===== src/rtl/dmem_ctrl_pkg.sv =====
// rtl/dmem_ctrl_pkg.sv - shared size encodings, FSM states and alignment check for the dmem arbiter
package dmem_ctrl_pkg;

  localparam logic [1:0] SZ_B = 2'd0;
  localparam logic [1:0] SZ_H = 2'd1;
  localparam logic [1:0] SZ_W = 2'd2;
  localparam logic [1:0] SZ_D = 2'd3;

  typedef enum logic [1:0] {
    ST_IDLE,
    ST_ACCESS,
    ST_MERGE_WR,
    ST_RESP
  } state_t;

  // Natural alignment: the low address bits must be a multiple of the access size.
  function automatic logic is_misaligned(input logic [2:0] addr_lo, input logic [1:0] size);
    case (size)
      SZ_H:    is_misaligned = addr_lo[0];
      SZ_W:    is_misaligned = |addr_lo[1:0];
      SZ_D:    is_misaligned = |addr_lo;
      default: is_misaligned = 1'b0;
    endcase
  endfunction

endpackage


===== src/rtl/dmem_lane_align.sv =====
// rtl/dmem_lane_align.sv - combinational load lane extract/extend and store lane merge
module dmem_lane_align
  import dmem_ctrl_pkg::*;
(
  input  logic [2:0]  i_addr_lo,
  input  logic [1:0]  i_size,
  input  logic        i_unsigned,
  input  logic [63:0] i_rdata,
  input  logic [63:0] i_wdata,
  output logic [63:0] o_load_data,
  output logic [63:0] o_merged
);

  logic [5:0]  w_shamt;
  logic [63:0] w_lane;
  logic [63:0] w_size_mask;
  logic [63:0] w_mask;

  assign w_shamt = {i_addr_lo, 3'b000};
  assign w_lane  = i_rdata >> w_shamt;

  always_comb begin
    o_load_data = w_lane;
    w_size_mask = '1;
    case (i_size)
      SZ_B: begin
        o_load_data = {{56{~i_unsigned & w_lane[7]}}, w_lane[7:0]};
        w_size_mask = 64'h0000_0000_0000_00FF;
      end
      SZ_H: begin
        o_load_data = {{48{~i_unsigned & w_lane[15]}}, w_lane[15:0]};
        w_size_mask = 64'h0000_0000_0000_FFFF;
      end
      SZ_W: begin
        o_load_data = {{32{~i_unsigned & w_lane[31]}}, w_lane[31:0]};
        w_size_mask = 64'h0000_0000_FFFF_FFFF;
      end
      default: ;
    endcase
  end

  // Store data arrives right-aligned; move it into its lane and splice over the old word.
  assign w_mask   = w_size_mask << w_shamt;
  assign o_merged = (i_rdata & ~w_mask) | ((i_wdata << w_shamt) & w_mask);

endmodule


===== src/rtl/dmem_arbiter_lsu.sv =====
// rtl/dmem_arbiter_lsu.sv - two-port round-robin arbiter and sub-word sequencer for the doubleword data memory
// Optional saturating statistics counters under `define DMEM_ARB_STATS_EN.
module dmem_arbiter_lsu
  import dmem_ctrl_pkg::*;
#(
  parameter int DEPTH_WORDS = 256
) (
  input  logic        clk,
  input  logic        reset,
  input  logic        p0_req_valid,
  output logic        p0_req_ready,
  input  logic [63:0] p0_req_addr,
  input  logic [63:0] p0_req_wdata,
  input  logic        p0_req_we,
  input  logic [1:0]  p0_req_size,
  input  logic        p0_req_unsigned,
  output logic        p0_rsp_valid,
  output logic [63:0] p0_rsp_rdata,
  output logic        p0_rsp_err,
  input  logic        p1_req_valid,
  output logic        p1_req_ready,
  input  logic [63:0] p1_req_addr,
  input  logic [63:0] p1_req_wdata,
  input  logic        p1_req_we,
  input  logic [1:0]  p1_req_size,
  input  logic        p1_req_unsigned,
  output logic        p1_rsp_valid,
  output logic [63:0] p1_rsp_rdata,
  output logic        p1_rsp_err,
  output logic        mem_read,
  output logic        mem_write,
  output logic [63:0] mem_addr,
  output logic [63:0] mem_wdata,
  input  logic [63:0] mem_rdata
`ifdef DMEM_ARB_STATS_EN
  ,
  output logic [31:0] stat_grant0,
  output logic [31:0] stat_grant1,
  output logic [31:0] stat_err,
  output logic [31:0] stat_rmw
`endif
);

  state_t      r_state;
  logic        r_rr_ptr;
  logic        r_owner;
  logic        r_we;
  logic        r_unsigned;
  logic        r_err;
  logic [1:0]  r_size;
  logic [63:0] r_addr;
  logic [63:0] r_wdata;
  logic [63:0] r_data;

  logic        w_idle;
  logic        w_grant0;
  logic        w_grant1;
  logic        w_any_grant;
  logic [63:0] w_req_addr;
  logic [63:0] w_req_wdata;
  logic        w_req_we;
  logic [1:0]  w_req_size;
  logic        w_req_unsigned;
  logic        w_req_err;
  logic        w_resp;
  logic        w_dword_st;
  logic [63:0] w_load_data;
  logic [63:0] w_merged;

  assign w_idle      = (r_state == ST_IDLE) && !reset;
  assign w_grant0    = w_idle && p0_req_valid && (!p1_req_valid || !r_rr_ptr);
  assign w_grant1    = w_idle && p1_req_valid && (!p0_req_valid || r_rr_ptr);
  assign w_any_grant = w_grant0 || w_grant1;

  assign p0_req_ready = w_grant0;
  assign p1_req_ready = w_grant1;

  assign w_req_addr     = w_grant1 ? p1_req_addr     : p0_req_addr;
  assign w_req_wdata    = w_grant1 ? p1_req_wdata    : p0_req_wdata;
  assign w_req_we       = w_grant1 ? p1_req_we       : p0_req_we;
  assign w_req_size     = w_grant1 ? p1_req_size     : p0_req_size;
  assign w_req_unsigned = w_grant1 ? p1_req_unsigned : p0_req_unsigned;
  assign w_req_err      = is_misaligned(w_req_addr[2:0], w_req_size)
                       || (w_req_addr[63:3] >= 61'(DEPTH_WORDS));

  dmem_lane_align u_lane_align (
    .i_addr_lo   (r_addr[2:0]),
    .i_size      (r_size),
    .i_unsigned  (r_unsigned),
    .i_rdata     (mem_rdata),
    .i_wdata     (r_wdata),
    .o_load_data (w_load_data),
    .o_merged    (w_merged)
  );

  assign w_dword_st = r_we && (r_size == SZ_D);

  always_ff @(posedge clk) begin
    if (reset) begin
      r_state    <= ST_IDLE;
      r_rr_ptr   <= 1'b0;
      r_owner    <= 1'b0;
      r_we       <= 1'b0;
      r_unsigned <= 1'b0;
      r_err      <= 1'b0;
      r_size     <= SZ_B;
      r_addr     <= '0;
      r_wdata    <= '0;
      r_data     <= '0;
    end else begin
      case (r_state)
        ST_IDLE: begin
          if (w_any_grant) begin
            r_addr     <= w_req_addr;
            r_wdata    <= w_req_wdata;
            r_we       <= w_req_we;
            r_size     <= w_req_size;
            r_unsigned <= w_req_unsigned;
            r_owner    <= w_grant1;
            r_err      <= w_req_err;
            r_data     <= '0;
            // The pointer only moves on contention, handing priority to the loser.
            if (p0_req_valid && p1_req_valid) r_rr_ptr <= ~w_grant1;
            r_state    <= w_req_err ? ST_RESP : ST_ACCESS;
          end
        end
        ST_ACCESS: begin
          if (!r_we) begin
            r_data  <= w_load_data;
            r_state <= ST_RESP;
          end else if (w_dword_st) begin
            r_state <= ST_RESP;
          end else begin
            r_data  <= w_merged;
            r_state <= ST_MERGE_WR;
          end
        end
        ST_MERGE_WR: begin
          r_data  <= '0;
          r_state <= ST_RESP;
        end
        default: r_state <= ST_IDLE;
      endcase
    end
  end

  assign w_resp       = (r_state == ST_RESP);
  assign p0_rsp_valid = w_resp && !r_owner;
  assign p1_rsp_valid = w_resp && r_owner;
  assign p0_rsp_rdata = p0_rsp_valid ? r_data : '0;
  assign p1_rsp_rdata = p1_rsp_valid ? r_data : '0;
  assign p0_rsp_err   = p0_rsp_valid && r_err;
  assign p1_rsp_err   = p1_rsp_valid && r_err;

  // Gating with reset keeps an interrupted merge from landing on its write edge.
  assign mem_read  = !reset && (r_state == ST_ACCESS) && !w_dword_st;
  assign mem_write = !reset && (((r_state == ST_ACCESS) && w_dword_st) || (r_state == ST_MERGE_WR));
  assign mem_addr  = {r_addr[63:3], 3'b000};
  assign mem_wdata = (r_state == ST_MERGE_WR) ? r_data : r_wdata;

`ifdef DMEM_ARB_STATS_EN
  logic [31:0] r_stat_grant0;
  logic [31:0] r_stat_grant1;
  logic [31:0] r_stat_err;
  logic [31:0] r_stat_rmw;

  always_ff @(posedge clk) begin
    if (reset) begin
      r_stat_grant0 <= '0;
      r_stat_grant1 <= '0;
      r_stat_err    <= '0;
      r_stat_rmw    <= '0;
    end else begin
      if (w_grant0 && (r_stat_grant0 != '1)) r_stat_grant0 <= r_stat_grant0 + 32'd1;
      if (w_grant1 && (r_stat_grant1 != '1)) r_stat_grant1 <= r_stat_grant1 + 32'd1;
      if (w_any_grant && w_req_err && (r_stat_err != '1)) r_stat_err <= r_stat_err + 32'd1;
      if (w_any_grant && !w_req_err && w_req_we && (w_req_size != SZ_D) && (r_stat_rmw != '1))
        r_stat_rmw <= r_stat_rmw + 32'd1;
    end
  end

  assign stat_grant0 = r_stat_grant0;
  assign stat_grant1 = r_stat_grant1;
  assign stat_err    = r_stat_err;
  assign stat_rmw    = r_stat_rmw;
`endif

endmodule

===== config.mk =====
export PLATFORM = sky130hd
export DESIGN_NAME = dmem_arbiter_lsu
export DESIGN_NICKNAME = d
export VERILOG_FILES = /design/src/rtl/dmem_ctrl_pkg.sv /design/src/rtl/dmem_lane_align.sv /design/src/rtl/dmem_arbiter_lsu.sv
export SDC_FILE = /design/constraint.sdc
export NUM_CORES = 1
export LEC_CHECK = 0
export BUFFER_PORTS_ARGS = -buffer_cell sky130_fd_sc_hd__buf_2
export CAP_MARGIN = 20
export CORE_AREA = 4 4 231 233
export CTS_CLUSTER_DIAMETER = 80
export CTS_CLUSTER_SIZE = 8
export DETAILED_ROUTE_END_ITERATION = 6
export DIE_AREA = 0 0 235 237
export PLACE_DENSITY_LB_ADDON = 0.12
export SYNTH_ARGS = -nofsm -noshare
export SYNTH_HDL_FRONTEND = slang
export SYNTH_SLANG_ARGS = --single-unit
export TNS_END_PERCENT = 50

===== constraint.sdc =====
create_clock -name clk -period 2.8 [get_ports clk]
set_clock_uncertainty 0.05 [all_clocks]
set_input_delay 0.56 -clock clk [delete_from_list [all_inputs] [get_ports clk]]
set_output_delay 0.56 -clock clk [all_outputs]
set_load 0.02 [all_outputs]

### Yosys cells after proc, flatten, opt, wreduce, memory -nomap -nowiden

Index checks and enable logic that the tools add are counted.

* logic and storage cells: 88
* input bits: 332
* bits in registers: 201
* bits in latches: 0
* memories: 0
* ROM bits: 0
* memory bits (writable): 0
* output and inout bits: 264

* div/mod/pow operators: 0
* shift operators: 3
* add/subtract/negate cells: 0
* magnitude comparators: 1
* multiply operators: 0
* reductions and logical operators: 34
* muxes and demuxes: 20
* bitwise gates (word level): 9
* eq/ne operators: 11

Operators by type and width (count)
* one-hot mux 64 bit (3 select lines): 3
* 2-to-1 mux 64 bit: 8
* AND 64 bit: 2
* << shifter 64 x 6 -> 64 bit: 2
* NOT 64 bit: 1
* OR 64 bit: 1
* >> shifter 64 x 6 -> 64 bit: 1
* >= comparator 61 x 9 -> 1 bit, second input constant: 1
* logical AND 1 bit: 15
* equality test 2 bit, second input constant: 6
* equality test 2 x 1 -> 1 bit, second input constant: 3
* zero test 1 bit: 6
* 2-to-1 mux 2 bit: 3
* one-hot mux 2 bit (3 select lines): 1
* AND reduction 3 bit: 2
* logical OR 1 bit: 5
* zero test 2 bit: 2
* 2-to-1 mux 1 bit: 4
* AND 1 bit: 3
* inequality test 3 bit, second input constant: 1
* one-hot mux 1 bit (3 select lines): 1
* nonzero test 3 bit: 1
* OR reduction 3 bit: 1
* inequality test 2 bit, second input constant: 1
* other kinds (3): 4

### Depth between registers and ports, before layout

Gate-level depths: netlist of run 1.

* depth in word-level cells: 11
* gate-level depth with buffers: 12
* depth with buffers taken out: 7

### By module

Synthesis of run 1 repeated with hierarchy kept, for this count alone.

* cell total of the unflattened synthesis: 2068
* area, all modules: 16374.5 µm²

Modules (own cells, without submodules)
* dmem_arbiter_lsu: area each 11717.5 µm², times used 1, cells each 1464, seq. area each 4023.9 µm²
* dmem_lane_align: area each 4657.0 µm², times used 1, cells each 604, seq. area each 0.0 µm²

### Least setup slack after synthesis of run 1

Ideal clock, no wire load.

* path type: input -> output
* start: in reset
* end: out p1_req_ready
* path buffers: 3
* stages: 5
* data required time: 2.190 ns
* data arrival time: 1.722 ns
* setup slack: 0.468 ns
* cell sequence: clkbuf_1 nand4b_1 clkbuf_1 clkbuf_1 inv_1

* longest elaborated chain between the ends: 4

Ends and longest elaborated chain
* start: declaration: RTL line dmem_arbiter_lsu.sv:9 `input logic reset,`
* zero test 1 bit: RTL line dmem_arbiter_lsu.sv:70 `assign w_idle = (r_state == ST_IDLE) && !reset;`
* logical AND 1 bit: RTL line dmem_arbiter_lsu.sv:70
* logical AND 1 bit (2 in series): RTL line dmem_arbiter_lsu.sv:72 `assign w_grant1 = w_idle && p1_req_valid && (!p0_req_valid || r_rr_ptr);`
* end: declaration: RTL line dmem_arbiter_lsu.sv:21 `output logic p1_req_ready,`

Every way passes these cells.

### Final worst setup path of run 1

* start: reg r_state[0]
* end: out mem_wdata[37]

* longest elaborated chain between the ends: 2

Ends and longest elaborated chain
* start: declaration: RTL line dmem_arbiter_lsu.sv:44 `state_t r_state;`
* start signal: assignment: RTL line dmem_arbiter_lsu.sv:124 `r_state <= w_req_err ? ST_RESP : ST_ACCESS;`
* equality test 2 bit: RTL line dmem_arbiter_lsu.sv:159 `assign mem_wdata = (r_state == ST_MERGE_WR) ? r_data : r_wdata;`
* 2-to-1 mux 64 bit: RTL line dmem_arbiter_lsu.sv:159
* end: declaration: RTL line dmem_arbiter_lsu.sv:33 `output logic [63:0] mem_wdata,`

Every way passes these cells.

==> metrics.log, run 1 <==
[metrics] run status: completed
[metrics] maximum number of pins on one net before global-route repair: 151
[metrics] final critical-path required period: 2.71 ns
[metrics] leading area contributor after synthesis: dfxtp_1
[metrics] Synth top area share: 0.263
[metrics] CTS sink count: 201
[metrics] Overflow after GRT: 0
[metrics] non-filler cells, final: 2922
[metrics] starting density of the core: 0.298
[metrics] Worst Setup Start Kind: flip-flop
[metrics] sequential element share of the synthesized area: 0.263
[metrics] worst rel slew slack: 0.413
[metrics] Adder-Cell Fraction of Synth Area: 0.00410
[metrics] worst-case setup margin in the final layout: 0.0929 ns
[metrics] leading cell type by number of instances after synthesis: mux2i_1
[metrics] leakage: 8.56 nW
[metrics] total power per unit cell area: 766 nW/um^2
[metrics] setup slack at placement: 0.210 ns
[metrics] setup violators final: 0
[metrics] number of synthesized flops with an enable pin: 0
[metrics] post-synthesis cell area: 15300 um^2
[metrics] number of global-route vias before repair: 16400
[metrics] average size of a mapped cell: 8.73 um^2
[metrics] per-cell via count in the routed design: 5.69
[metrics] max_cap viols: 0
[metrics] die span in x: 235 um
[metrics] critical path endpoint category: output pin
[metrics] Top FF cell, synth: dfxtp_1
[metrics] layout overhead on the synthesized area: 28.9%
[metrics] Core Rows: 83
[metrics] wire length of the first global-routing pass: 118000 um
[metrics] gate count of the mapped netlist: 1749
[metrics] TritonCTS clock tree: done
[metrics] final hold vios: 0
[metrics] Die Height: 237 um
[metrics] sw power: 6.71 mW
[metrics] slew at the pin with the worst max-slew slack: 0.881 ns
[metrics] # IOs: 596
[metrics] Layout Utilization: 0.384
[metrics] crit-path max FO: 30
[metrics] top achievable clock speed: 369 MHz
[metrics] register bit total from synthesis: 201
[metrics] hold path cells: 2
[metrics] DRC marker count from the first detailed-route iteration: 1534
[metrics] ys async rst share: 0
[metrics] antenna violations before repair: 21
[metrics] power share of the combinational group: 0.483
[metrics] CTS Buffer Depth: 3
[metrics] Core Footprint: 51200 um^2
[metrics] latest clock arrival within the worst-skew pair: 0.59 ns
[metrics] Setup Crit Path Kind: reg -> out
[metrics] floorplan die area: 55700 um^2
[metrics] RSZ-0062 raised after global routing: false
[metrics] cell types with the largest area share after synthesis: dfxtp_1, mux2i_1, mux4_2, a211oi_1, mux2_2
[metrics] DRC: 0
[metrics] Worst Reg-to-Reg Cells: 9
[metrics] net total in the final layout: 2562
[metrics] Root Buffer: clkbuf_16
[metrics] clock network power share: 0.224
[metrics] xor and xnor area share after synthesis: 0.000574
[metrics] vias post-DR: 16600
[metrics] CTS buffer count: 30
[metrics] cell total after placement: 2856
[metrics] clock-pin transition on the worst setup and hold timing paths: 0.05 ns
[metrics] port buffer count: 592
[metrics] Reg power frac: 0.293
[metrics] Design Power: 15.1 mW
[metrics] number of distinct standard cells referenced by the synthesized netlist: 69
[metrics] required time of the critical path: 2.19 ns
[metrics] IR drop worst, VDD: 0.505 mV
[metrics] Simple-Gate Fraction of Synth Area: 0.163
[metrics] Period Utilization, post-route: 0.967
[metrics] most used standard cells in the synthesized netlist: mux2i_1, dfxtp_1, nor2_1
[metrics] combinational family with the most area after synthesis: multiplexers
[metrics] fraction of final layout cells sized beyond drive strength 1: 0.393
[metrics] fraction of the mapped netlist area in compound gates: 0.211
[metrics] Detail Placement HPWL: 65200 um
[metrics] arrival time reported for the critical path endpoint: 2.10 ns
[metrics] mux contribution to synthesized area: 0.267
[metrics] final-report max-slew violation count: 0
[metrics] Final GP Congestion: 0.944
[metrics] Yosys warning total: 0
[metrics] total negative setup slack: 0 ns
[metrics] remaining number of nets flagged by the antenna check after routing: 0
[metrics] Total Routed Length: 84000 um
[metrics] filler instances: 5324
[metrics] global-route total usage across every layer: 0.280
[metrics] H-tree depth: 1
[metrics] WL per Instance: 28.7 um
[metrics] Initial DRT Pass Iterations: 5
[metrics] class of the most critical hold timing path: in -> reg
[metrics] switching share of power: 0.445
[metrics] cell-internal power: 8.36 mW
-- worst max-delay path, stage by stage (launching register included) --
cell and delay [ns]:
dfxtp_2 0.35, inv_2 0.13, ha_4 0.25, buf_12 0.22, mux2_2 0.38, buf_2 0.17
-- path summary, 6_finish.rpt --
path	from	to	slack [ns]
worst max-delay path	r_state[0]	mem_wdata[37]	0.09
worst min-delay path	reset	r_rr_ptr	0.17
worst max register to register	r_addr[2]	r_data[59]	0.27
worst min register to register	r_data[19]	r_data[19]	0.46
-- cell usage in the layout (no fill, tap or decap), drive strengths merged, types with 3 or more instances in the layout --
cell     instances
a2bb2oi         11
a22o            20
o21ai           65
nor4            24
a21oi           47
a31oi            7
a22oi            7
nor2b           12
conb             3
buf            673
or2              4
inv             13
mux4            54
a32o            10
and2            72
nand3b           4
a221oi           9
nand2b           9
o22ai           22
a211o            3
nand3            7
diode           11
a211oi         143
a21boi          10
ha               5
o21a             6
nor2           173
nor3             7
a221o            5
o211ai          24
o221ai          16
mux2            74
clkbuf          37
mux2i          203
nand2          127
and3            66
dfxtp          201
nand4            9
a21o            28
-- area by class of cell --
type,instances,area [um^2],area share
Sequential cell,201,4040,0.205
Clock buffer,35,800,0.0406
Multi-Input combinational cell,1304,10000,0.508
Timing Repair Buffer,675,3870,0.197
Clock inverter,3,42.5,0.00216
Antenna cell,11,27.5,0.00140
Tap cell,680,851,0.0432
Inverter,13,48.8,0.00248
-- logic make-up (layout without fill, tap and decap cells) --
kind of cell | after synthesis | count (layout)
AND/OR/NAND/NOR | 518 | 521
AO/OA/AOI/OAI | 443 | 443
multiplexers | 331 | 331
buffers and inverters | 249 | 726
flip-flops | 201 | 201
adder cells (fa/ha/maj) | 5 | 5
other | 1 | 14
XOR/XNOR | 1 | 1
-- flip-flops by register name (all words and copies together), names as in the netlist --
register	flops
r_addr	64
r_data	64
r_err	1
r_owner	1
r_rr_ptr	1
r_size	2
r_state	2
r_unsigned	1
r_wdata	64
r_we	1
-- power by group through the flow --
stage,clock (mW),sequential [mW],combinational [mW]
final,3.37,4.42,7.28
after global routing,3.57,4.45,7.73
after CTS,3.46,4.37,7.11
after detailed placement,0,4.40,6.93
after global placement,0,4.41,6.91
after floorplan,0,3.77,4.95
-- repair_timing --
action                     CTS  global route
hold buffers                 0             0
pin swaps                    7             2
gates resized for setup      8             7
setup buffers               10             2
gates cloned                 2             3
setup endpoints to repair  132           105
-- stage by stage --
stage | hold WS, ns | instance area (um^2)
after floorplan | 0.389 | 15300
after global placement | 0.458 | 18600
after detailed placement | 0.458 | 18600
after CTS | 0.134 | 19500
after global routing | 0.156 | 19700
final | 0.170 | 19700
-- metal layers --
layer / share of wire / GRT usage
met3: 0.092 / 0.0730
met1: 0.41 / 0.361
met2: 0.46 / 0.452
met5: 0.00092 / 0
met4: 0.043 / 0.105
Note: power is estimated with default switching activity, not from simulation.
==> inputs of run 2 (changes only) <==
- CELL_PAD_IN_SITES_DETAIL_PLACEMENT: unset -> 0
- CELL_PAD_IN_SITES_GLOBAL_PLACEMENT: unset -> 1
==> run 2 against run 1 <==
Compared with the run above: global-route usage up 1.1 points; core utilization is essentially flat; clock power shrank 4%; count of clock-buffer cells in the layout decreased by 3; critical path depth shrank 1; die area unchanged; combinational power up 1%; wire length increased by 2.6%; worst setup slack worse by 0.023 ns; critical endpoint is now p1_rsp_rdata[42].
==> metrics.log, run 2 (synthesis gave the netlist of run 1 again) <==
[metrics] arrival time reported for the critical path endpoint: 2.12 ns (was 2.10 ns)
[metrics] Core Footprint: 51200 um^2 (unchanged)
[metrics] most common library cell in the layout ignoring fill and taps: buf_2 (unchanged)
[metrics] Setup Crit Path Kind: reg -> out (unchanged)
[metrics] biggest registers after layout: r_addr x64, r_data x64, r_wdata x64 (unchanged)
[metrics] top achievable clock speed: 366 MHz (was 369 MHz)
[metrics] final hold vios: 0 (unchanged)
[metrics] leakage: 8.62 nW (was 8.56 nW)
[metrics] cell total after placement: 2882 (was 2856)
[metrics] vias post-DR: 16600 (about the same)
[metrics] fraction of final layout cells sized beyond drive strength 1: 0.396 (was 0.393)
[metrics] Core Rows: 83 (unchanged)
[metrics] maximum number of pins on one net before global-route repair: 139 (was 151)
[metrics] Overflow after GRT: 0 (unchanged)
[metrics] standard cell area after detailed placement: 18800 um^2 (was 18600 um^2)
[metrics] setup violators final: 0 (unchanged)
[metrics] die span in x: 235 um (unchanged)
[metrics] starting density of the core: 0.298 (unchanged)
[metrics] per-cell via count in the routed design: 5.66 (was 5.69)
[metrics] number of global-route vias before repair: 16600 (was 16400)
[metrics] critical path endpoint category: output pin (unchanged)
[metrics] Period Utilization, post-route: 0.975 (was 0.967)
[metrics] RSZ-0062 raised after global routing: false (unchanged)
[metrics] non-filler cells, final: 2935 (was 2922)
[metrics] clock-pin transition on the worst setup and hold timing paths: 0.06 ns (was 0.05 ns)
[metrics] Final GP Congestion: 0.981 (was 0.944)
[metrics] H-tree depth: 1 (unchanged)
[metrics] worst-case setup margin in the final layout: 0.0699 ns (was 0.0929 ns)
[metrics] required time of the critical path: 2.19 ns (about the same)
[metrics] remaining number of nets flagged by the antenna check after routing: 0 (unchanged)
[metrics] Root Buffer: clkbuf_16 (unchanged)
[metrics] net total in the final layout: 2580 (was 2562)
[metrics] CTS Buffer Depth: 3 (unchanged)
[metrics] Detail Placement HPWL: 67700 um (was 65200 um)
[metrics] TritonCTS clock tree: done (unchanged)
[metrics] Total Routed Length: 86100 um (was 84000 um)
[metrics] wire length of the first global-routing pass: 121000 um (was 118000 um)
[metrics] final-report max-slew violation count: 0 (unchanged)
[metrics] floorplan die area: 55700 um^2 (unchanged)
[metrics] number of buffers added to fix hold violations after cts: 0 (unchanged)
[metrics] setup slack at placement: 0.196 ns (was 0.210 ns)
[metrics] Worst Setup Start Kind: flip-flop (unchanged)
[metrics] total power per unit cell area: 763 nW/um^2 (was 766 nW/um^2)
[metrics] global-route total usage across every layer: 0.291 (was 0.280)
[metrics] layout overhead on the synthesized area: 28.8% (was 28.9%)
[metrics] class of the most critical hold timing path: in -> reg (unchanged)
[metrics] CTS buffer count: 29 (was 30)
[metrics] # IOs: 596 (unchanged)
[metrics] DRC marker count from the first detailed-route iteration: 1448 (was 1534)
[metrics] minimum setup slack among reg-to-reg paths: 0.32 ns (was 0.27 ns)
[metrics] worst slack on hold paths: 0.208 ns (was 0.170 ns)
[metrics] Initial DRT Pass Iterations: 5 (unchanged)
[metrics] antenna violations before repair: 21 (unchanged)
[metrics] latest clock arrival within the worst-skew pair: 0.58 ns (was 0.59 ns)
[metrics] filler instances: 5355 (was 5324)
[metrics] slew at the pin with the worst max-slew slack: 0.853 ns (was 0.881 ns)
[metrics] Layout Cell Area excl Fill: 19700 um^2 (about the same)
[metrics] port buffer count: 592 (unchanged)
[metrics] max_cap viols: 0 (unchanged)
[metrics] IR drop worst, VDD: 0.476 mV (was 0.505 mV)
[metrics] leading cell types in the layout, fill and taps excluded: buf_2, mux2i_1, dfxtp_1, nor2_1, a211oi_1 (unchanged)
[metrics] total negative setup slack: 0 ns (unchanged)
[metrics] run status: completed (unchanged)
[metrics] crit-path max FO: 66 (was 30)
[metrics] WL per Instance: 29.3 um (was 28.7 um)
[metrics] Die Height: 237 um (unchanged)
[metrics] DRC: 0 (unchanged)
[metrics] worst rel slew slack: 0.431 (was 0.413)
[metrics] final critical-path required period: 2.73 ns (was 2.71 ns)
[metrics] Layout Utilization: 0.384 (about the same)
[metrics] CTS sink count: 201 (unchanged)
[metrics] Design Power: 15.0 mW (was 15.1 mW)
run 2: critical path, cell delays in order, from the launching register on:
cell and delay, ns:
dfxtp_1 0.43, ha_2 0.31, clkbuf_8 0.39, and3_1 0.22, buf_2 0.16
run 2: path summary, 6_finish.rpt:
check                         from               end  cells past startpoint
setup / recovery        r_state[1]  p1_rsp_rdata[42]                      4
setup reg to reg         r_addr[2]        r_data[59]                      8
hold / removal    p1_req_wdata[20]       r_wdata[20]                      3
hold reg to reg         r_data[46]        r_data[46]                      2
run 2: what timing repair did:
| item | in CTS | in global routing |
|---|---|---|
| buffers inserted | 5 | 4 |
| pin swaps | 1 | 0 |
| endpoints found under the setup margin | 170 | 77 |
| gates resized for setup | 4 | 3 |
| gates cloned | 1 | 0 |
run 2: final cells by class:
cell class / count / area (um^2) / area share
Clock buffer: 32 / 737 / 0.0375
Antenna cell: 8 / 20.0 / 0.00102
Multi-Input combinational cell: 1301 / 9940 / 0.505
Timing Repair Buffer: 697 / 4010 / 0.204
Tap cell: 680 / 851 / 0.0432
Inverter: 13 / 48.8 / 0.00248
Sequential cell: 201 / 4040 / 0.205
Clock inverter: 3 / 30.0 / 0.00153
run 2: report_power, final:
part / switching, mW / internal (mW) / total (mW)
registers: 0.986 / 3.41 / 4.39
logic: 4.33 / 3.04 / 7.38
clock network: 1.40 / 1.83 / 3.23
total: 6.72 / 8.28 / 15.0
run 2: metal layers:
metal	vias to the layer above	track usage	share of wire
met5	-	0	0.0014
met4	22	0.106	0.042
met3	197	0.0757	0.088
met2	803	0.472	0.46
met1	8145	0.374	0.41
li1	7458	-	-
